**src/rtl/temp_sense_ctrl_pkg.sv**
```systemverilog
// temp_sense_ctrl_pkg: shared FSM state, default parameters and helpers for the temperature controller
package temp_sense_ctrl_pkg;
  typedef enum logic [1:0] {IDLE, SETUP, SHIFT, DONE} state_t;
  localparam int DEF_CLK_DIV       = 4;
  localparam int DEF_SAMPLE_PERIOD = 1000;
  localparam int DEF_SPEED_GAIN    = 16;
  localparam int DEF_RAMP_DIV      = 64;
  localparam int FILT_DEPTH        = 4;
  // fan target: |temp - setpoint| scaled by gain, saturated to 8 bits
  function automatic logic [7:0] sat_target(input logic [7:0] temp, input logic [7:0] setpoint, input int gain);
    logic [7:0] err;
    int p;
    err = temp > setpoint ? temp - setpoint : setpoint - temp;
    p = int'(err) * gain;
    return p > 255 ? 8'hff : p[7:0];
  endfunction
endpackage

```
**src/rtl/temp_sense_ctrl_if.sv**
```systemverilog
// temp_sense_ctrl_if: sensor serial bus plus cool/heat system signals
interface temp_sense_ctrl_if;
  logic [7:0] setpoint;
  logic       sen_sdo;
  logic       sen_cs_n;
  logic       sen_sclk;
  logic [7:0] chs_conf;
  logic       conf_valid;
  logic [7:0] speed;
  modport master (output setpoint, sen_sdo, input sen_cs_n, sen_sclk, chs_conf, conf_valid, speed);
  modport slave (input setpoint, sen_sdo, output sen_cs_n, sen_sclk, chs_conf, conf_valid, speed);
endinterface

```
**src/rtl/temp_sense_ctrl_sensor_spi_rx.sv**
```systemverilog
// sensor_spi_rx: periodic conversion sequencer reading one MSB-first byte from the sensor
module sensor_spi_rx
  import temp_sense_ctrl_pkg::*;
#(
  parameter int CLK_DIV       = DEF_CLK_DIV,
  parameter int SAMPLE_PERIOD = DEF_SAMPLE_PERIOD
) (
  input  logic       clk,
  input  logic       arst,
  input  logic       sdo,
  output logic       cs_n,
  output logic       sclk,
  output logic [7:0] data,
  output logic       done
);
  localparam int DW = $clog2(CLK_DIV);
  localparam int PW = $clog2(SAMPLE_PERIOD);
  state_t state, state_nx;
  logic [PW-1:0] per_cnt;
  logic [DW-1:0] div_cnt;
  logic [2:0] bit_cnt;
  logic tick, per_end, rise, fall;
  assign tick    = div_cnt == DW'(CLK_DIV - 1);
  assign per_end = per_cnt == PW'(SAMPLE_PERIOD - 1);
  assign rise    = state == SHIFT && tick && !sclk;
  assign fall    = state == SHIFT && tick && sclk;
  // state register
  always_ff @(posedge clk)
    state <= arst ? state_nx : IDLE;
  // next state: wait period, chip-select setup, 8 sclk periods, one-cycle done
  always_comb
    state_nx = (state == IDLE && per_end) ? SETUP :
               (state == SETUP && tick) ? SHIFT :
               (fall && bit_cnt == 3'd7) ? DONE :
               state == DONE ? IDLE : state;
  // outputs decoded from state
  always_comb begin
    cs_n = !(state == SETUP || state == SHIFT);
    done = state == DONE;
  end
  // period/half-period/bit counters, sclk generation and MSB-first shift on sclk rise
  always_ff @(posedge clk)
    if (!arst) begin
      per_cnt <= '0;
      div_cnt <= '0;
      bit_cnt <= '0;
      sclk    <= 1'b0;
      data    <= '0;
    end else begin
      per_cnt <= (state == IDLE && !per_end) ? per_cnt + 1'b1 : '0;
      div_cnt <= ((state == SETUP || state == SHIFT) && !tick) ? div_cnt + 1'b1 : '0;
      if (rise) data <= {data[6:0], sdo};
      if (fall) bit_cnt <= bit_cnt + 1'b1;
      if (state == SHIFT && tick) sclk <= !sclk;
    end
endmodule

```
**src/rtl/temp_sense_ctrl.sv**
```systemverilog
// temp_sense_ctrl: sensor readout, 4-entry moving average and ramped fan speed control
module temp_sense_ctrl
  import temp_sense_ctrl_pkg::*;
#(
  parameter int CLK_DIV       = DEF_CLK_DIV,
  parameter int SAMPLE_PERIOD = DEF_SAMPLE_PERIOD,
  parameter int SPEED_GAIN    = DEF_SPEED_GAIN,
  parameter int RAMP_DIV      = DEF_RAMP_DIV
) (
  input logic clk,
  input logic arst,
  temp_sense_ctrl_if.slave bus
);
  localparam int RW = $clog2(RAMP_DIV);
  logic [7:0] rx_data, win [FILT_DEPTH], speed, target;
  logic rx_done, cs_n, sclk, primed, conf_valid, step;
  logic [9:0] acc, acc_nx;
  logic [RW-1:0] rcnt;
  sensor_spi_rx #(.CLK_DIV(CLK_DIV), .SAMPLE_PERIOD(SAMPLE_PERIOD)) u_rx (
    .clk(clk), .arst(arst), .sdo(bus.sen_sdo), .cs_n(cs_n), .sclk(sclk), .data(rx_data), .done(rx_done)
  );
  assign bus.sen_cs_n   = cs_n;
  assign bus.sen_sclk   = sclk;
  assign bus.chs_conf   = acc[9:2];
  assign bus.conf_valid = conf_valid;
  assign bus.speed      = speed;
  assign step = rcnt == RW'(RAMP_DIV - 1);
  // running window sum; the first sample after reset fills every entry
  always_comb
    acc_nx = primed ? acc - 10'(win[FILT_DEPTH-1]) + 10'(rx_data) : {rx_data, 2'b00};
  // no measurement yet means no demand, so the fan stays off until the filter primes
  always_comb
    target = primed ? sat_target(acc[9:2], bus.setpoint, SPEED_GAIN) : 8'd0;
  // filter window update on each completed conversion
  always_ff @(posedge clk)
    if (!arst) begin
      win        <= '{default: '0};
      primed     <= 1'b0;
      acc        <= '0;
      conf_valid <= 1'b0;
    end else begin
      conf_valid <= rx_done;
      if (rx_done) begin
        win[0] <= rx_data;
        for (int i = 1; i < FILT_DEPTH; i++) win[i] <= primed ? win[i-1] : rx_data;
        primed <= 1'b1;
        acc    <= acc_nx;
      end
    end
  // free-running ramp divider; speed moves one step toward the current target
  always_ff @(posedge clk)
    if (!arst) begin
      rcnt  <= '0;
      speed <= '0;
    end else begin
      rcnt <= step ? '0 : rcnt + 1'b1;
      if (step) speed <= speed < target ? speed + 1'b1 : speed > target ? speed - 1'b1 : speed;
    end
endmodule

```
**src/flat_wrapper.sv**
```systemverilog
// flat-port wrapper written by rule: the top's interface ports become plain ports
module temp_sense_ctrl_flat import temp_sense_ctrl_pkg::*;
#(
  parameter int CLK_DIV       = DEF_CLK_DIV,
  parameter int SAMPLE_PERIOD = DEF_SAMPLE_PERIOD,
  parameter int SPEED_GAIN    = DEF_SPEED_GAIN,
  parameter int RAMP_DIV      = DEF_RAMP_DIV
)
  (clk, arst, bus_setpoint, bus_sen_sdo, bus_sen_cs_n, bus_sen_sclk, bus_chs_conf, bus_conf_valid, bus_speed);
  temp_sense_ctrl_if bus_i ();
  input logic clk;
  input logic arst;
  input wire logic [$bits(bus_i.setpoint)-1:0] bus_setpoint;
  input wire logic [$bits(bus_i.sen_sdo)-1:0] bus_sen_sdo;
  output wire logic [$bits(bus_i.sen_cs_n)-1:0] bus_sen_cs_n;
  output wire logic [$bits(bus_i.sen_sclk)-1:0] bus_sen_sclk;
  output wire logic [$bits(bus_i.chs_conf)-1:0] bus_chs_conf;
  output wire logic [$bits(bus_i.conf_valid)-1:0] bus_conf_valid;
  output wire logic [$bits(bus_i.speed)-1:0] bus_speed;
  assign bus_i.setpoint = bus_setpoint;
  assign bus_i.sen_sdo = bus_sen_sdo;
  assign bus_sen_cs_n = bus_i.sen_cs_n;
  assign bus_sen_sclk = bus_i.sen_sclk;
  assign bus_chs_conf = bus_i.chs_conf;
  assign bus_conf_valid = bus_i.conf_valid;
  assign bus_speed = bus_i.speed;
  temp_sense_ctrl #(.CLK_DIV(CLK_DIV), .SAMPLE_PERIOD(SAMPLE_PERIOD), .SPEED_GAIN(SPEED_GAIN), .RAMP_DIV(RAMP_DIV)) u_core (.clk(clk), .arst(arst), .bus(bus_i));
endmodule
```
**config.mk**
```make
export PLATFORM = sky130hd
export DESIGN_NAME = temp_sense_ctrl_flat
export DESIGN_NICKNAME = d
export VERILOG_FILES = /design/src/rtl/temp_sense_ctrl_pkg.sv /design/src/rtl/temp_sense_ctrl_if.sv /design/src/rtl/temp_sense_ctrl_sensor_spi_rx.sv /design/src/rtl/temp_sense_ctrl.sv /design/src/flat_wrapper.sv
export SDC_FILE = /design/constraint.sdc
export NUM_CORES = 1
export LEC_CHECK = 0
export ABC_CLOCK_PERIOD_IN_PS = 5200
export BUFFER_PORTS_ARGS = -buffer_cell sky130_fd_sc_hd__buf_2
export CORE_AREA = 10 10 155 157
export CTS_CLUSTER_DIAMETER = 120
export CTS_CLUSTER_SIZE = 14
export DETAILED_ROUTE_END_ITERATION = 6
export DIE_AREA = 0 0 165 167
export PLACE_DENSITY = 0.37
export SLEW_MARGIN = 5
export SYNTH_ARGS = -nofsm -noshare
export SYNTH_HDL_FRONTEND = slang
export SYNTH_HIERARCHICAL = 1
export SYNTH_SLANG_ARGS = --single-unit
```
**constraint.sdc**
```tcl
create_clock -name clk -period 5.2 [get_ports clk]
set_clock_uncertainty 0.15 [all_clocks]
set_input_delay 0.52 -clock clk [delete_from_list [all_inputs] [get_ports clk]]
set_output_delay 0.52 -clock clk [all_outputs]
set_load 0.01 [all_outputs]
```
==> impl_results.md <==
- Status: finished, final reports clean
- Register area share after synthesis: 0.328
- Number of flops mapped to enable cells by yosys: 0
- Post-route insts no fill: 905
- Vias per std cell: 4.49
- Most frequent cells in the layout: a21oi_1 (83), dfxtp_1 (83), inv_1 (52), ha_1 (46), nor2_1 (40)
- Synth Area per Inst: 8.50 um2
- Synth warn: 6
- Grt total ovfl: 0
- Num CTS Buffers: 9
- Final #Nets: 695
- Inserted Diodes: 0
- Pwr/cell area: 239 nW/um2
- Crit path capture type: flop
- Initial core utilization: 0.246
- CP arrival: 5.03 ns
- Area Growth Syn to Fin: 16.0%
- Port bufs: 29
- Final number of max-transition violations: 0
- Site Rows: 53
- Initial antenna violation count: 0
- Drt wl/cell: 13.0 um
- Critical path type: reg -> reg
- Final setup violation count: 0
- Unrepaired setup endpoints after global routing: false
- Share of layout cells above drive strength 1: 0.132
- ANT nets after route: 0
- Number of placed instances, taps included: 888
- Largest net degree at the start of global routing: 49
- Post-route minimum period: 4.91 ns
- CTS max path bufs: 2
- Yosys top cell by area: dfxtp_1
- CTS root buffer: clkbuf_16
- Hold Slack: 0.285 ns
- Core area: 20800 um2
- Gr usage total: 0.0876
- Initial drt markers: 159
- Die Span Y: 167 um
- Total Power Consumption: 1.42 mW
- Cells after synthesis: 603
- Share of the synthesized area in the top cell type: 0.328
- Total Wirelength: 11800 um
- Maxcap violations: 0
- Leak pwr: 2.44 nW
- Critical Path Fanout Max: 4
- Worst Tran Pin Value: 0.627 ns
- Hold WC Path Type: reg -> reg
- Syn_nets: 673
- Ys async rst share: 0
- Required @ worst endpoint: 5.32 ns
- Drt pass-1 iters: 4
- Vias in the first global route: 4000
- Worst setup margin: 0.294 ns
- Synth area leaders: dfxtp_1 (33%), ha_1 (12%), a21oi_1 (8.1%)
- CP Launch Type: flop
- Worst skew pair latency: 0.34 ns
- Hold Fails Final Rpt: 0
- CTS tree: done
- H-tree depth: 3
- Worst rel slew slack: 0.582
- Synth unique cells: 60
- HPWL after DPL: 8780 um
- Clock transition at path regs: 0.07 ns
- Chip width: 165 um
- Tcrit/Tclk final: 0.943
- Max frequency: 204 MHz
- Hold_buf cts: 0
- Vias: 4061
- Place WS: -0.106 ns
- Maximum vdd ir drop: 140 uV
- Top_reg_cell synth: dfxtp_1
- Sink Count: 84
- Placer Congestion: 0.816
- Mapped Area: 5120 um2
- First-pass GRT wire length: 20000 um
- Die area: 27600 um2
- DRC Markers: 0
- Yosys reg bits: 84
- Num ports: 30
## area by class of cell
cell class | count | area [um2]
multi-input cells | 431 | 3120
clock inverters | 7 | 98.8
repair buffers | 45 | 269
inverters | 54 | 203
flip-flops and latches | 84 | 1680
well taps | 275 | 344
clock buffers | 9 | 225
fillers | 2260 | 14900
## routing by layer
| layer | share of wire | GRT usage |
|---|---|---|
| met4 | 0.018 | 0.0389 |
| met5 | 0 | 0 |
| met2 | 0.44 | 0.132 |
| met1 | 0.51 | 0.117 |
| met3 | 0.032 | 0.0180 |
## registers in the layout, summed over array words and instances, names as in the netlist, 2 cells and up
name                 cells
u_core/u_rx/div_cnt      2
u_core/u_rx/bit_cnt      3
u_core/u_rx/state        2
u_core/u_rx/data         8
u_core/bus.speed         8
u_core/win              32
u_core/rcnt              6
u_core/acc              10
u_core/u_rx/per_cnt     10
## critical path: stages (launching register included)
cell and delay (ns):
dfxtp_2 0.36, inv_2 0.07, ha_2 0.19, fa_2 0.35, nand3b_1 0.24, nand2_1 0.12, nand2_1 0.09, a31oi_4 0.22
o211a_1 0.24, a32oi_4 0.14, o21ai_1 0.16, ha_1 0.26, a21o_1 0.18, a21o_1 0.17, a211o_1 0.36, ha_1 0.29
a21oi_1 0.14, nor2b_1 0.07, o31a_1 0.26, o41ai_2 0.23, xor2_1 0.12, or3_1 0.32, a21boi_1 0.13
## kinds of logic (layout without fill, tap and decap cells)
family,after synthesis,after routing,share of synthesized area
AO/OA/AOI/OAI,173,173,0.199
AND/OR/NAND/NOR,147,147,0.146
buffers and inverters,88,115,0.0728
flip-flops,84,84,0.328
adder cells (fa/ha/maj),59,59,0.160
XOR/XNOR,31,31,0.0530
multiplexers,21,21,0.0413
## final timing paths
path | start | endpoint | slack [ns] | depth (start not counted)
worst max register to register | u_core/acc[2]$_SDFFE_PN0P_ | u_core/bus.speed[7]$_SDFFE_PN0P_ | 0.29 | 22
worst min register to register | u_core/u_rx/div_cnt[0]$_SDFF_PN0_ | u_core/u_rx/div_cnt[0]$_SDFF_PN0_ | 0.29 | 1
worst max-delay path | u_core/acc[2]$_SDFFE_PN0P_ | u_core/bus.speed[7]$_SDFFE_PN0P_ | 0.29 | 22
worst min-delay path | u_core/u_rx/div_cnt[0]$_SDFF_PN0_ | u_core/u_rx/div_cnt[0]$_SDFF_PN0_ | 0.29 | 1
## power breakdown
part           leakage [nW]  switching, mW  internal (mW)
clock                 0.156          0.277          0.424
combinational          1.60         0.0405         0.0289
sequential            0.678        0.00330          0.647
## Yosys cell counts, drive strengths merged, types with 2 or more instances
cell,number
dfxtp,84
a21oi,83
inv,54
ha,48
o21ai,44
nor2,40
nand2,37
mux2i,20
xnor2,20
nor2b,18
buf,17
clkbuf,17
nand3,13
a21o,11
fa,11
xor2,11
a21boi,10
and2,6
nand2b,5
nand4,5
nor3,5
a31oi,4
and3,4
nor4,3
o211ai,3
a211o,2
nand3b,2
o32ai,2
o41ai,2
or2,2
or3,2
## what timing repair did
| action | CTS | global route |
|---|---|---|
| buffers inserted | 0 | 1 |
| pin swaps | 1 | 6 |
| resized for setup | 1 | 12 |
| gates cloned | 0 | 0 |
| endpoints found under the setup margin | 1 | 2 |
## through the flow
| stage | util | area, um2 | setup TNS (ns) |
|---|---|---|---|
| floorplan | - | 5120 | 0 |
| global placement | 0.267 | 5560 | -0.0551 |
| detailed placement | 0.267 | 5560 | -0.106 |
| CTS | 0.283 | 5890 | 0 |
| global route | 0.285 | 5940 | 0 |
| finish | 0.285 | 5940 | 0 |
(Power assumes the default switching activity.)
